[src/rtl/alu_pkg.sv]
// alu_pkg: shared definitions for the ALU writeback stage.
//   - opcode encodings OP_ADD..OP_SRA (7 and 12-15 are illegal)
//   - bit positions of the {S,Z,C,V} flag register
//   - opcode classification helpers used by the stage
package alu_pkg;

    localparam logic [3:0] OP_ADD = 4'd0;
    localparam logic [3:0] OP_SUB = 4'd1;
    localparam logic [3:0] OP_AND = 4'd2;
    localparam logic [3:0] OP_OR  = 4'd3;
    localparam logic [3:0] OP_XOR = 4'd4;
    localparam logic [3:0] OP_CMP = 4'd5;
    localparam logic [3:0] OP_MOV = 4'd6;
    localparam logic [3:0] OP_SLL = 4'd8;
    localparam logic [3:0] OP_SLR = 4'd9;
    localparam logic [3:0] OP_SRL = 4'd10;
    localparam logic [3:0] OP_SRA = 4'd11;

    localparam int FLAG_S = 3;
    localparam int FLAG_Z = 2;
    localparam int FLAG_C = 1;
    localparam int FLAG_V = 0;

    // Count register width for the 2-entry writeback buffer (holds 0..2).
    localparam int CNT_W = 2;

    function automatic logic is_illegal_op(input logic [3:0] op);
        return (op == 4'd7) || (op > OP_SRA);
    endfunction

    // Every legal opcode except CMP produces a register writeback.
    function automatic logic op_writes_rd(input logic [3:0] op);
        return !is_illegal_op(op) && (op != OP_CMP);
    endfunction

    // Arithmetic ops and shifts report a carry/borrow or shifted-out bit.
    function automatic logic op_sets_carry(input logic [3:0] op);
        return (op == OP_ADD) || (op == OP_SUB) || (op == OP_CMP) ||
               (op == OP_SLL) || (op == OP_SLR) || (op == OP_SRL) ||
               (op == OP_SRA);
    endfunction

    // Only the adder/subtractor ops can report signed overflow.
    function automatic logic op_sets_ovf(input logic [3:0] op);
        return (op == OP_ADD) || (op == OP_SUB) || (op == OP_CMP);
    endfunction

endpackage

[src/rtl/alu_wb_stage_fifo.sv]
// wb_fifo2: 2-entry writeback FIFO.
// Ports:
//   clk, rst_n  - clock, asynchronous active-low reset
//   push        - write push_data (ignored when full)
//   pop         - retire the head entry (ignored when empty)
//   flush       - discard all entries; overrides push and pop
//   push_data   - entry to write
//   head_data   - oldest entry (zero after reset)
//   count       - number of valid entries (0..2)
module wb_fifo2
    import alu_pkg::*;
#(
    parameter int W = 19
) (
    input  logic             clk,
    input  logic             rst_n,
    input  logic             push,
    input  logic             pop,
    input  logic             flush,
    input  logic [W-1:0]     push_data,
    output logic [W-1:0]     head_data,
    output logic [CNT_W-1:0] count
);

    logic [W-1:0]     mem_reg [2];
    logic             wr_ptr_reg;
    logic             rd_ptr_reg;
    logic [CNT_W-1:0] count_reg;
    logic             do_push;
    logic             do_pop;

    assign do_push = push && (count_reg != CNT_W'(2)) && !flush;
    assign do_pop  = pop  && (count_reg != CNT_W'(0)) && !flush;

    // Storage entries are reset so the head reads zero out of reset.
    genvar gi;
    generate
        for (gi = 0; gi < 2; gi++) begin : g_entry
            always_ff @(posedge clk or negedge rst_n) begin
                if (!rst_n) begin
                    mem_reg[gi] <= '0;
                end else if (do_push && (wr_ptr_reg == 1'(gi))) begin
                    mem_reg[gi] <= push_data;
                end
            end
        end
    endgenerate

    always_ff @(posedge clk or negedge rst_n) begin
        if (!rst_n) begin
            wr_ptr_reg <= 1'b0;
            rd_ptr_reg <= 1'b0;
            count_reg  <= '0;
        end else if (flush) begin
            wr_ptr_reg <= 1'b0;
            rd_ptr_reg <= 1'b0;
            count_reg  <= '0;
        end else begin
            if (do_push) wr_ptr_reg <= ~wr_ptr_reg;
            if (do_pop)  rd_ptr_reg <= ~rd_ptr_reg;
            case ({do_push, do_pop})
                2'b10:   count_reg <= count_reg + CNT_W'(1);
                2'b01:   count_reg <= count_reg - CNT_W'(1);
                default: count_reg <= count_reg;
            endcase
        end
    end

    assign head_data = mem_reg[rd_ptr_reg];
    assign count     = count_reg;

endmodule

[src/rtl/alu_wb_stage.sv]
// alu_wb_stage: registered stage after the ALU result mux.
// Captures each result with its destination register into a 2-entry
// writeback FIFO and maintains the {S,Z,C,V} flag register.
// Ports:
//   clk, rst_n                 - clock, asynchronous active-low reset
//   in_valid / in_ready        - ALU result handshake (in_ready = count < 2)
//   opcode, result, carry_in, ovf_in, rd - ALU result and side information
//   flush                      - discard buffered writebacks
//   wb_valid / wb_ready        - register file handshake
//   wb_data, wb_rd             - head writeback entry
//   flags                      - {S,Z,C,V}
//   illegal                    - sticky illegal-opcode indicator
// Optional build macro ALU_WB_PERF_EN adds saturating counters:
//   perf_wb (pops), perf_stall (in_valid && !in_ready cycles),
//   perf_illegal (illegal accepts).
module alu_wb_stage
    import alu_pkg::*;
#(
    parameter int DATA_W = 16,
    parameter int RD_W   = 3,
    parameter int DEPTH  = 2
) (
    input  logic              clk,
    input  logic              rst_n,
    input  logic              in_valid,
    output logic              in_ready,
    input  logic [3:0]        opcode,
    input  logic [DATA_W-1:0] result,
    input  logic              carry_in,
    input  logic              ovf_in,
    input  logic [RD_W-1:0]   rd,
    input  logic              flush,
    output logic              wb_valid,
    input  logic              wb_ready,
    output logic [DATA_W-1:0] wb_data,
    output logic [RD_W-1:0]   wb_rd,
    output logic [3:0]        flags,
    output logic              illegal
`ifdef ALU_WB_PERF_EN
    ,
    output logic [15:0]       perf_wb,
    output logic [15:0]       perf_stall,
    output logic [7:0]        perf_illegal
`endif
);

    localparam int ENTRY_W = DATA_W + RD_W;

    logic               accept;
    logic               op_illegal;
    logic               push;
    logic               pop;
    logic [CNT_W-1:0]   count;
    logic [ENTRY_W-1:0] head_data;
    logic [3:0]         flags_reg;
    logic [3:0]         flags_next;
    logic               illegal_reg;
    logic               illegal_next;

    // in_ready depends only on the count register, so wb_ready never
    // reaches it combinationally; a full buffer refuses input even if
    // it is being popped in the same cycle.
    assign in_ready   = (count < CNT_W'(DEPTH));
    assign accept     = in_valid && in_ready;
    assign op_illegal = is_illegal_op(opcode);
    assign push       = accept && op_writes_rd(opcode);
    assign pop        = wb_valid && wb_ready;

    wb_fifo2 #(
        .W(ENTRY_W)
    ) u_fifo (
        .clk       (clk),
        .rst_n     (rst_n),
        .push      (push),
        .pop       (pop),
        .flush     (flush),
        .push_data ({result, rd}),
        .head_data (head_data),
        .count     (count)
    );

    assign wb_valid = (count != CNT_W'(0));
    assign wb_data  = head_data[ENTRY_W-1:RD_W];
    assign wb_rd    = head_data[RD_W-1:0];

    // Flags and the sticky illegal bit still update on an accept that
    // coincides with flush; only the push is dropped.
    always_comb begin
        flags_next   = flags_reg;
        illegal_next = illegal_reg;
        if (accept) begin
            if (op_illegal) begin
                illegal_next = 1'b1;
            end else begin
                flags_next[FLAG_S] = result[DATA_W-1];
                flags_next[FLAG_Z] = (result == '0);
                flags_next[FLAG_C] = op_sets_carry(opcode) ? carry_in : 1'b0;
                flags_next[FLAG_V] = op_sets_ovf(opcode)   ? ovf_in   : 1'b0;
            end
        end
    end

    always_ff @(posedge clk or negedge rst_n) begin
        if (!rst_n) begin
            flags_reg   <= 4'b0000;
            illegal_reg <= 1'b0;
        end else begin
            flags_reg   <= flags_next;
            illegal_reg <= illegal_next;
        end
    end

    assign flags   = flags_reg;
    assign illegal = illegal_reg;

`ifdef ALU_WB_PERF_EN
    logic [15:0] perf_wb_reg;
    logic [15:0] perf_stall_reg;
    logic [7:0]  perf_illegal_reg;

    // Saturating event counters; flush has no effect on them.
    always_ff @(posedge clk or negedge rst_n) begin
        if (!rst_n) begin
            perf_wb_reg      <= '0;
            perf_stall_reg   <= '0;
            perf_illegal_reg <= '0;
        end else begin
            if (pop && (perf_wb_reg != '1))
                perf_wb_reg <= perf_wb_reg + 16'd1;
            if (in_valid && !in_ready && (perf_stall_reg != '1))
                perf_stall_reg <= perf_stall_reg + 16'd1;
            if (accept && op_illegal && (perf_illegal_reg != '1))
                perf_illegal_reg <= perf_illegal_reg + 8'd1;
        end
    end

    assign perf_wb      = perf_wb_reg;
    assign perf_stall   = perf_stall_reg;
    assign perf_illegal = perf_illegal_reg;
`endif

endmodule

[config.mk]
export PLATFORM = sky130hd
export DESIGN_NAME = alu_wb_stage
export DESIGN_NICKNAME = d
export VERILOG_FILES = /design/src/rtl/alu_pkg.sv /design/src/rtl/alu_wb_stage_fifo.sv /design/src/rtl/alu_wb_stage.sv
export SDC_FILE = /design/constraint.sdc
export NUM_CORES = 1
export LEC_CHECK = 0
export ABC_AREA = 1
export BUFFER_PORTS_ARGS = -buffer_cell sky130_fd_sc_hd__buf_2
export CORE_MARGIN = 3
export CORE_UTILIZATION = 52
export CTS_CLUSTER_DIAMETER = 50
export DETAILED_ROUTE_END_ITERATION = 10
export PLACE_DENSITY = 0.87
export SYNTH_ARGS = -nofsm -noshare
export SYNTH_HDL_FRONTEND = slang
export SYNTH_SLANG_ARGS = --single-unit
export TNS_END_PERCENT = 50
[constraint.sdc]
create_clock -name clk -period 1.8 [get_ports clk]
set_input_delay 0.09 -clock clk [delete_from_list [all_inputs] [get_ports clk]]
set_output_delay 0.09 -clock clk [all_outputs]
set_load 0.1 [all_outputs]
==> results by group <==
Status
  – Outcome: finished, final reports clean

Synth
  – EDFF count, synth: 0
  – Seq/Total Area, Yosys: 50.78%
  – Synthesized flop and latch total: 47
  – Post-synth top area share: 50.78%
  – Post-synthesis net count: 306
  – Count leader, synth: nand2_1
  – Area leader, netlist: dfrtp_1
  – Ys Warns: 0
  – Synth Flop Type: dfrtp_1
  – Cells after Synth: 276
  – Async SR Flop Fraction: 100.0%
  – Post-synthesis area per instance: 8.391 sq um
  – Post-Synthesis Cell Area: 0.002316 sq mm
  – Synth top cells by count: nand2_1 (102), dfrtp_1 (47), inv_1 (30), o21ai_0 (22), o21ai_2 (20)
  – Synth unique cells: 25
  – Top cells by area, synth: dfrtp_1 (51%), nand2_1 (17%), o21ai_2 (7.6%)

Worst setup path
  – Critical Path End: wb_data[10]
  – FF-to-FF path depth: 7
  – CP max FO: 15
  – Worst R2R Start: u_fifo.count[1]
  – Critical Path AT: 1.52 ns
  – Worst R2R End: u_fifo.mem_reg[0]
  – Internal reg-to-reg setup slack: 0.32 ns
  – Startpoint class of the critical path: register
  – WP data required: 1.71 ns
  – Critical setup path kind: register to primary output
  – CP Launch Point: u_fifo.rd_ptr_reg
  – Crit. End Element: primary output

Clock network
  – Clk slew on worst S/H paths: 0.08 ns
  – Clock Latency Late Sink: 0.30 ns
  – TritonCTS buffer count: 5
  – Clk root buf: clkbuf_8
  – H-tree depth: 2
  – Max clock buf depth: 2
  – Sink Count: 47
  – CTS tree: done

Timing
  – Setup TNS: 0 ns
  – Final hold viol count: 0
  – Final WS setup: 0.1916 ns
  – # setup viols final: 0
  – Final max-slew violation count: 0
  – Period utilization: 89.35%
  – FMAX: 621.7 MHz
  – Worst-margin pin slew: 0.4877 ns
  – Max_slew headroom: 67.71%
  – RSZ-0062 raised after global routing: no
  – Worst Skew: 0.006682 ns
  – Shortest period the worst path allows: 1.608 ns

Routing
  – Vias per cell: 5.084
  – WL final: 4.862 mm
  – Antenna-violating nets left: 0
  – Router iterations before antenna repair: 4
  – Routed vias: 1,947
  – Post-DR wirelength/cell: 12.69 microns
  – Initial drt markers: 117
  – Drt drc: 0

Floorplanning
  – Io pins: 56
  – Std cell rows: 23
  – Core Region: 0.004144 sq mm
  – Die height: 72.74 microns
  – Initial core utilization: 55.89%
  – Die area: 0.005290 sq mm
  – Die width: 72.74 microns

GRT
  – Global-route total usage across every layer: 20.58%
  – Vias in the first global route: 1,934
  – Initial antenna violation count: 0
  – GR Overflow Total: 0
  – First-pass GRT wire length: 8.514 mm
  – Pin count of the biggest net entering global routing: 48

Hold path
  – Hold Crit Class: input port to register

Cells and area
  – Final nets: 363
  – Largest register FFs: 38
  – Final Core Density: 73.10%
  – Final Instance Count excl. Fillers: 383
  – Diode count: 0
  – Area grow syn2layout: 30.79%
  – Share of layout cells above drive strength 1: 34.83%

Placed design
  – IO buf count: 55
  – Final HPWL DP: 3.530 mm
  – Pre-CTS setup slack: 0.3329 ns
  – Dpl cells: 375
  – Final GP Congestion: 0.7750

Run
  – Max-cap violation count: 0
## cells by family (layout without fill, tap and decap cells)
logic type / count (synthesis) / in the layout / synth area share (%)
simple gates: 139 / 139 / 26.20
compound gates: 47 / 47 / 13.83
flops: 47 / 47 / 50.78
buf+inv: 43 / 100 / 9.184
## critical path, cell delays in order (launching register included)
cell and delay, ns:
dfrtp_1 0.39, inv_1 0.18, buf_4 0.25, nand2_1 0.08
nand2_1 0.12, buf_12 0.19
## worst min path at each step
stage	from	endpoint	slack, ns	cells after the start
after global routing	carry_in	flags[1]	0.04	3
after CTS	carry_in	flags[1]	0.04	3
after detailed placement	rst_n	u_fifo.mem_reg[22]	0.09	2
final	carry_in	flags[1]	0.04	3
after global placement	rst_n	u_fifo.mem_reg[22]	0.09	2
after floorplan	rst_n	flags[0]	-0.21	0
## metrics by stage
step                hold slack (ns)  area (sq um)
global placement            0.09252          2932
detailed placement          0.08595          2932
global route                0.04280          3029
CTS                         0.04317          3029
floorplan                   -0.2056          2347
finish                      0.04451          3029
## area by class of cell
type                    instances  area [sq um]
inverters                      31         120.1
repair buffers                 62         628.1
clock buffers                   6         82.58
clock inverters                 1         5.005
flip-flops and latches         47          1177
multi-input cells             186         953.4
well taps                      50         62.56
fillers                       299          1115
## per-layer routing
| metal | wire length [microns] | track usage (%) |
|---|---|---|
| met1 | 2017 | 26.60 |
| met2 | 2465 | 34.37 |
| met3 | 274 | 3.719 |
| met4 | 104 | 7.992 |
| met5 | 0 | 0 |
## placed cells by master, fill, tap and decap left out, drive strengths merged
cell	netlist	final
dfrtp	47	47
o21ai	43	43
o31ai	1	1
nand3	7	7
clkbuf	6	6
nor2	8	8
dlygate4sd3	0	1
a21oi	1	1
inv	31	30
nor3	1	1
nand4	4	4
nand2	119	119
clkinvlp	0	1
a31o	1	1
clkinv	0	1
o221ai	1	1
buf	6	61
## what timing repair did
action                     CTS  global route
hold buffers                 1             0
hold endpoints to repair    47             0
setup buffers                0             0
gates resized for setup      0             0
setup endpoints to repair    0             0
Power is left out: the tool's default activity adds up to more than one toggle a clock period on the data nets, which glitch-free logic cannot reach.
